===== config.mk =====
export PLATFORM = sky130hd
export DESIGN_NAME = filtez
export DESIGN_NICKNAME = d
export VERILOG_FILES = /design/src/rtl/adpcm_pkg.sv /design/src/rtl/filtez_mac.sv /design/src/rtl/filtez.sv
export SDC_FILE = /design/constraint.sdc
export NUM_CORES = 2
export LEC_CHECK = 0
export CAP_MARGIN = 20
export CORE_ASPECT_RATIO = 1.4
export CORE_UTILIZATION = 44
export CTS_CLUSTER_SIZE = 24
export DETAILED_ROUTE_END_ITERATION = 10
export PLACE_DENSITY = 0.56
export SKIP_LAST_GASP = 1
export SYNTH_ARGS = -nofsm -noshare
export SYNTH_HDL_FRONTEND = slang
export SYNTH_SLANG_ARGS = --single-unit
export TNS_END_PERCENT = 1

===== constraint.sdc =====
create_clock -name ap_clk -period 17.2 [get_ports ap_clk]
set_input_delay 1.72 -clock ap_clk [delete_from_list [all_inputs] [get_ports ap_clk]]
set_output_delay 1.72 -clock ap_clk [all_outputs]
set_load 0.005 [all_outputs]

===== src/rtl/adpcm_pkg.sv =====
// adpcm_pkg: shared ADPCM constants and the filtez FSM state encoding
package adpcm_pkg;
    localparam int ADPCM_TAPS   = 6;
    localparam int ADPCM_ADDR_W = 3;
    localparam int ADPCM_DATA_W = 32;
    localparam int ADPCM_ACC_W  = 64;
    localparam int FILTEZ_SHIFT = 14;
    typedef enum logic [3:0] {
        S_IDLE  = 4'b0001,
        S_FETCH = 4'b0010,
        S_MAC   = 4'b0100,
        S_DONE  = 4'b1000
    } filtez_state_t;
endpackage


===== src/rtl/filtez_mac.sv =====
// filtez_mac: signed multiply-accumulate with clear/enable and scaled result output
//   clk_i, rst_i  clock, asynchronous active-high reset
//   clr_i         zero the accumulator (wins over en_i)
//   en_i          add a_i*b_i to the accumulator
//   a_i, b_i      signed operands
//   res_o         acc >>> SHIFT truncated to DATA_W, saturated when FILTEZ_SAT_EN is defined
module filtez_mac #(
    parameter int DATA_W = 32,
    parameter int ACC_W  = 64,
    parameter int SHIFT  = 14
) (
    input  logic                     clk_i,
    input  logic                     rst_i,
    input  logic                     clr_i,
    input  logic                     en_i,
    input  logic signed [DATA_W-1:0] a_i,
    input  logic signed [DATA_W-1:0] b_i,
    output logic        [DATA_W-1:0] res_o
);
    logic signed [2*DATA_W-1:0] prod;
    logic signed [ACC_W-1:0]    acc_q, acc_d;
    assign prod  = a_i * b_i;
    assign acc_d = clr_i ? '0 : en_i ? acc_q + ACC_W'(prod) : acc_q;
    always_ff @(posedge clk_i or posedge rst_i) begin
        if (rst_i) acc_q <= '0;
        else       acc_q <= acc_d;
    end
`ifdef FILTEZ_SAT_EN
    // the shifted value fits DATA_W signed bits only if everything above its sign bit matches it
    logic fits;
    assign fits  = (&acc_q[ACC_W-1:SHIFT+DATA_W-1]) | ~(|acc_q[ACC_W-1:SHIFT+DATA_W-1]);
    assign res_o = fits ? acc_q[SHIFT+DATA_W-1:SHIFT] : {acc_q[ACC_W-1], {(DATA_W-1){~acc_q[ACC_W-1]}}};
`else
    assign res_o = acc_q[SHIFT+DATA_W-1:SHIFT];
`endif
endmodule


===== src/rtl/filtez.sv =====
// filtez: ADPCM zero-section predictor, returns sum(bli[i]*dlti[i]) >>> 14 over 6 taps
//   ap_clk, ap_rst               clock, asynchronous active-high reset
//   ap_start/ap_done/ap_idle/ap_ready  block-level handshake
//   bli_address0/ce0/q0          coefficient RAM read port (1-cycle read latency)
//   dlti_address0/ce0/q0         delay-line RAM read port (1-cycle read latency)
//   ap_return                    result, valid with ap_done and held until the next one
//   FILTEZ_SAT_EN                define to saturate ap_return instead of wrapping
module filtez
    import adpcm_pkg::*;
#(
    parameter int TAPS   = ADPCM_TAPS,
    parameter int DATA_W = ADPCM_DATA_W,
    parameter int ADDR_W = ADPCM_ADDR_W,
    parameter int ACC_W  = ADPCM_ACC_W,
    parameter int SHIFT  = FILTEZ_SHIFT
) (
    input  logic                     ap_clk,
    input  logic                     ap_rst,
    input  logic                     ap_start,
    output logic                     ap_done,
    output logic                     ap_idle,
    output logic                     ap_ready,
    output logic        [ADDR_W-1:0] bli_address0,
    output logic                     bli_ce0,
    input  logic signed [DATA_W-1:0] bli_q0,
    output logic        [ADDR_W-1:0] dlti_address0,
    output logic                     dlti_ce0,
    input  logic signed [DATA_W-1:0] dlti_q0,
    output logic        [DATA_W-1:0] ap_return
);
    localparam logic [ADDR_W-1:0] LAST = ADDR_W'(TAPS - 1);
    filtez_state_t     state_q, state_d;
    logic [ADDR_W-1:0] i_q, i_d;
    logic [DATA_W-1:0] ret_q, ret_d, res;
    logic              clr, en;
    filtez_mac #(.DATA_W(DATA_W), .ACC_W(ACC_W), .SHIFT(SHIFT)) u_mac (
        .clk_i (ap_clk),
        .rst_i (ap_rst),
        .clr_i (clr),
        .en_i  (en),
        .a_i   (bli_q0),
        .b_i   (dlti_q0),
        .res_o (res)
    );
    always_ff @(posedge ap_clk or posedge ap_rst) begin
        if (ap_rst) begin
            state_q <= S_IDLE;
            i_q     <= '0;
            ret_q   <= '0;
        end else begin
            state_q <= state_d;
            i_q     <= i_d;
            ret_q   <= ret_d;
        end
    end
    always_comb begin
        state_d  = state_q;
        i_d      = i_q;
        ret_d    = ret_q;
        clr      = 1'b0;
        en       = 1'b0;
        ap_idle  = 1'b0;
        ap_done  = 1'b0;
        ap_ready = 1'b0;
        bli_ce0  = 1'b0;
        dlti_ce0 = 1'b0;
        unique case (state_q)
            S_IDLE: begin
                ap_idle = ~ap_start;
                if (ap_start) begin
                    clr     = 1'b1;
                    i_d     = '0;
                    state_d = S_FETCH;
                end
            end
            S_FETCH: begin
                bli_ce0  = 1'b1;
                dlti_ce0 = 1'b1;
                state_d  = S_MAC;
            end
            // read data for tap i arrives here, one cycle after its fetch
            S_MAC: begin
                en      = 1'b1;
                i_d     = i_q + 1'b1;
                state_d = (i_q == LAST) ? S_DONE : S_FETCH;
            end
            S_DONE: begin
                ret_d    = res;
                ap_done  = 1'b1;
                ap_ready = 1'b1;
                state_d  = S_IDLE;
            end
            default: state_d = S_IDLE;
        endcase
    end
    // present the fresh result during the ap_done cycle, the held copy otherwise
    assign ap_return     = (state_q == S_DONE) ? res : ret_q;
    assign bli_address0  = i_q;
    assign dlti_address0 = i_q;
endmodule


==> impl_results.html <==
<table>
<tr><th>Metric</th><th>Value</th></tr>
<tr><th colspan="2">Cells and area</th></tr>
<tr><td>Net count of the finished layout</td><td>4718</td></tr>
<tr><td>Total inserted antenna cells</td><td>0</td></tr>
<tr><td>Area delta synth-&gt;final</td><td>6.71%</td></tr>
<tr><td>Highest-count cells in the layout ignoring fill and taps</td><td>inv_1, fa_1, nand2_1</td></tr>
<tr><td>Most frequent standard cell in the layout excluding fill and tap cells</td><td>inv_1</td></tr>
<tr><td>Proportion of layout cells with a drive suffix above 1</td><td>0.0348</td></tr>
<tr><th colspan="2">Clocking</th></tr>
<tr><td>CTS H-tree lvls</td><td>3</td></tr>
<tr><td>Root buffer cell</td><td>clkbuf_16</td></tr>
<tr><td>Hold-fix buffers at CTS</td><td>0</td></tr>
<tr><td>TritonCTS clock tree</td><td>built</td></tr>
<tr><td>Count of instances resized after the clock tree is built</td><td>0</td></tr>
<tr><td>Worst skew pair latency</td><td>0.38 ns</td></tr>
<tr><td>Post-CTS Setup Inserts</td><td>0</td></tr>
<tr><td>Clk sinks</td><td>85</td></tr>
<tr><td>Num CTS Buffers</td><td>9</td></tr>
<tr><td>Clock transition at the registers of the reported paths</td><td>0.07 ns</td></tr>
<tr><td>Number of buffers on the longest clock path</td><td>2</td></tr>
<tr><th colspan="2">STA</th></tr>
<tr><td>Unrepaired setup endpoints after global routing</td><td>no</td></tr>
<tr><td>Least-Margin Pin Slew</td><td>1.09 ns</td></tr>
<tr><td>Count of final max-slew check failures</td><td>0</td></tr>
<tr><td>Worst setup skew after layout</td><td>0.0124 ns</td></tr>
<tr><td>Crit share post-route</td><td>0.591</td></tr>
<tr><td>Relative max-transition margin</td><td>0.274</td></tr>
<tr><td>Final count of hold timing violations</td><td>0</td></tr>
<tr><td>Time the worst path needs with I/O delays and setup</td><td>10.17 ns</td></tr>
<tr><td>Finish-stage setup viols</td><td>0</td></tr>
<tr><td>Setup TNS</td><td>0 ns</td></tr>
<tr><td>Maximum operating frequency</td><td>0.0984 GHz</td></tr>
<tr><th colspan="2">Drt</th></tr>
<tr><td>DRC violation total after the first TritonRoute iteration</td><td>1161</td></tr>
<tr><td>Initial DRT Pass Iterations</td><td>6</td></tr>
<tr><td>Final antenna-violating net count</td><td>0</td></tr>
<tr><td>Total Wirelength</td><td>about 90 mm</td></tr>
<tr><td>Average detailed-routed wire length per instance</td><td>19.5 µm</td></tr>
<tr><td># DRC</td><td>0</td></tr>
<tr><td>Routed via count</td><td>23160</td></tr>
<tr><td>Via-per-instance ratio</td><td>5.05</td></tr>
<tr><th colspan="2">Setup path</th></tr>
<tr><td>Worst EP required</td><td>17.51 ns</td></tr>
<tr><td>Worst setup path class</td><td>in2reg</td></tr>
<tr><td>Nature of the critical path endpoint</td><td>flip-flop</td></tr>
<tr><td>Reg2Reg Launch Point</td><td>u_mac.acc_q[20]$_DFFE_PP0P_</td></tr>
<tr><td>End of the worst register-to-register path</td><td>u_mac.acc_q[43]$_DFFE_PP0P_</td></tr>
<tr><td>Data arrival at the endpoint of the critical path</td><td>around 10 ns</td></tr>
<tr><td>Count of cells along the worst register-to-register path</td><td>21</td></tr>
<tr><td>Critical path startpoint category</td><td>input pin</td></tr>
<tr><td>Setup slack of the most critical reg-to-reg path</td><td>9.23 ns</td></tr>
<tr><td>Highest net fanout along the worst path</td><td>32</td></tr>
<tr><th colspan="2">Synth</th></tr>
<tr><td>Net count of the mapped netlist</td><td>4737</td></tr>
<tr><td>Synthesized instance count</td><td>3635</td></tr>
<tr><td>Post-synthesis cell type count</td><td>56</td></tr>
<tr><td>Mapped Avg Cell Area</td><td>9.16 µm²</td></tr>
<tr><td>Part of the Yosys area used for sequential elements</td><td>0.0639</td></tr>
<tr><td>Async SR Flop Fraction</td><td>1.00</td></tr>
<tr><td>Synth Warn #</td><td>0</td></tr>
<tr><td>Dominant synthesized flop cell</td><td>dfrtp_1</td></tr>
<tr><td>Number of enable-type register cells in the synthesized netlist</td><td>0</td></tr>
<tr><td>Cell area after synthesis</td><td>between 0.03 and 0.04 mm²</td></tr>
<tr><td>FF+latch count, synth</td><td>85</td></tr>
<tr><th colspan="2">Global route</th></tr>
<tr><td>Met1 usage in global routing</td><td>0.348</td></tr>
<tr><td>Global-route congestion overflow total</td><td>0</td></tr>
<tr><td>GR Util All Layers</td><td>0.253</td></tr>
<tr><td>Largest net degree at the start of global routing</td><td>54</td></tr>
<tr><td>Via count of the first global-routing pass</td><td>25873</td></tr>
<tr><td>Met2 GRT Util</td><td>0.438</td></tr>
<tr><td>Met3 Usage GRT</td><td>0.0198</td></tr>
<tr><td>First-pass GRT wire length</td><td>147 mm</td></tr>
<tr><td>Number of antenna violations at the first check in global routing</td><td>3</td></tr>
<tr><td>Grt peak-use layer</td><td>met2</td></tr>
<tr><th colspan="2">Die</th></tr>
<tr><td>Die Span Y</td><td>327 µm</td></tr>
<tr><td>Count of pins on the block boundary</td><td>110</td></tr>
<tr><td>Cell Rows</td><td>119</td></tr>
<tr><td>Starting density of the core</td><td>0.444</td></tr>
<tr><td>Floorplan die width</td><td>roughly 230 µm</td></tr>
<tr><td>Die area</td><td>0.0768 mm²</td></tr>
<tr><td>Total core area</td><td>about 0.075 mm²</td></tr>
<tr><th colspan="2">Run status</th></tr>
<tr><td>Result of the run</td><td>completed</td></tr>
<tr><th colspan="2">Run</th></tr>
<tr><td>Count of max-cap constraint violations</td><td>0</td></tr>
<tr><th colspan="2">Worst hold path</th></tr>
<tr><td>HP Start</td><td>u_mac.acc_q[5]$_DFFE_PP0P_</td></tr>
<tr><td>Hold EP</td><td>u_mac.acc_q[5]$_DFFE_PP0P_</td></tr>
<tr><td>Type of the tightest min-delay check</td><td>reg2reg</td></tr>
<tr><td>Hold Path Stages</td><td>2</td></tr>
<tr><th colspan="2">Placed design</th></tr>
<tr><td>Buffers added on ports</td><td>109</td></tr>
<tr><td>Detail Placement HPWL</td><td>71.8 mm</td></tr>
<tr><td>Final weighted congestion of routability-driven global placement</td><td>about 0.86</td></tr>
</table>
## final cells by class
| type | instances | area [µm²] |
|---|---|---|
| Clock buffer | 9 | 225 |
| Clock inverter | 7 | 106 |
| Fill cell | 7441 | 39500 |
| Inverter | 988 | 3710 |
| Multi-Input combinational cell | 2371 | 26700 |
| Sequential cell | 85 | 2130 |
| Tap cell | 968 | 1210 |
| Timing Repair Buffer | 161 | 1410 |
## how the worst max path moves through the flow
| stage | cells after the start | end | slack, ns | from |
|---|---|---|---|---|
| floorplan | 27 | u_mac.acc_q[44]$_DFFE_PP0P_ | 7.75 | dlti_q0[0] |
| global placement | 26 | u_mac.acc_q[42]$_DFFE_PP0P_ | 6.63 | dlti_q0[0] |
| detailed placement | 26 | u_mac.acc_q[42]$_DFFE_PP0P_ | 6.56 | dlti_q0[0] |
| CTS | 26 | u_mac.acc_q[44]$_DFFE_PP0P_ | 6.95 | dlti_q0[0] |
| global route | 26 | u_mac.acc_q[44]$_DFFE_PP0P_ | 6.57 | dlti_q0[0] |
| finish | 26 | u_mac.acc_q[42]$_DFFE_PP0P_ | 7.03 | dlti_q0[0] |
## metrics by stage
stage	hold WS, ns	cells	utilization	instance area [µm²]	setup slack [ns]
3_5_place_dp	0.472	4573	0.469	35200	6.56
3_3_place_gp	0.464	4573	0.469	35200	6.63
5_1_grt	0.508	4589	0.473	35500	6.57
6_report	0.483	4589	0.473	35500	7.03
2_1_floorplan	0.449	3635	-	33300	7.75
4_1_cts	0.490	4589	0.473	35500	6.95
## worst max-delay path, cell delays in order
cell and delay, ns:
clkdlybuf4s50_1 0.45, buf_4 0.35, nand2_1 0.66, fa_1 0.73, fa_1 0.54, inv_1 0.05, fa_1 0.47, inv_1 0.05
fa_1 0.52, inv_1 0.05, fa_1 0.48, fa_1 0.51, fa_1 0.50, inv_1 0.05, fa_1 0.47, inv_1 0.04
ha_1 0.40, nand3_2 0.14, or3_4 0.42, or4_4 0.55, o22ai_2 0.17, nor3_1 0.09, o21a_1 0.23, a2bb2oi_1 0.22
or4b_1 0.49, nand3_1 0.09
## cell families after synthesis
group	after synthesis	share of synthesized area
buf+inv	1179	0.133
simple gates	1041	0.155
fa+ha+maj	1035	0.581
compound gates	179	0.0337
flops	85	0.0639
xor+xnor	84	0.0221
mux	32	0.0108
## cells in the mapped netlist, drive strengths merged, types with 3 or more instances
master  count  area, µm²
inv       988       3710
fa        853      17100
nand2     519       1950
and2      418       2620
clkbuf    183        687
ha        182       2280
dfrtp      84       2100
o21ai      60        300
xnor2      56        490
a21oi      42        210
mux2       32        360
nor2       31        116
xor2       28        245
nand2b     15       93.8
nor2b      15       93.8
a21o       13       97.6
nand3      10       55.1
o21bai     10       75.1
nand4       9       56.3
a31oi       8       50.1
buf         8       48.8
nor3        8       40.0
a22o        7       61.3
o21a        7       52.6
a211oi      5       37.5
o211ai      5       37.5
nor4        4       25.0
a32o        3       30.0
nor4b       3       26.3
o31ai       3       22.5
## registers in the layout (all words and copies together) (netlist names)
register      flops
u_mac.acc_q      46
ret_q            32
state_q           4
bli_address0      3
## layer usage
layer  wire length, µm  part of all wire
met1             38800              0.43
met2             45700              0.51
met3              3760             0.042
met4              1240             0.014
met5                11           0.00012
Power is left out: the tool's default activity adds up to more than one toggle a clock period on the data nets, which glitch-free logic cannot reach.
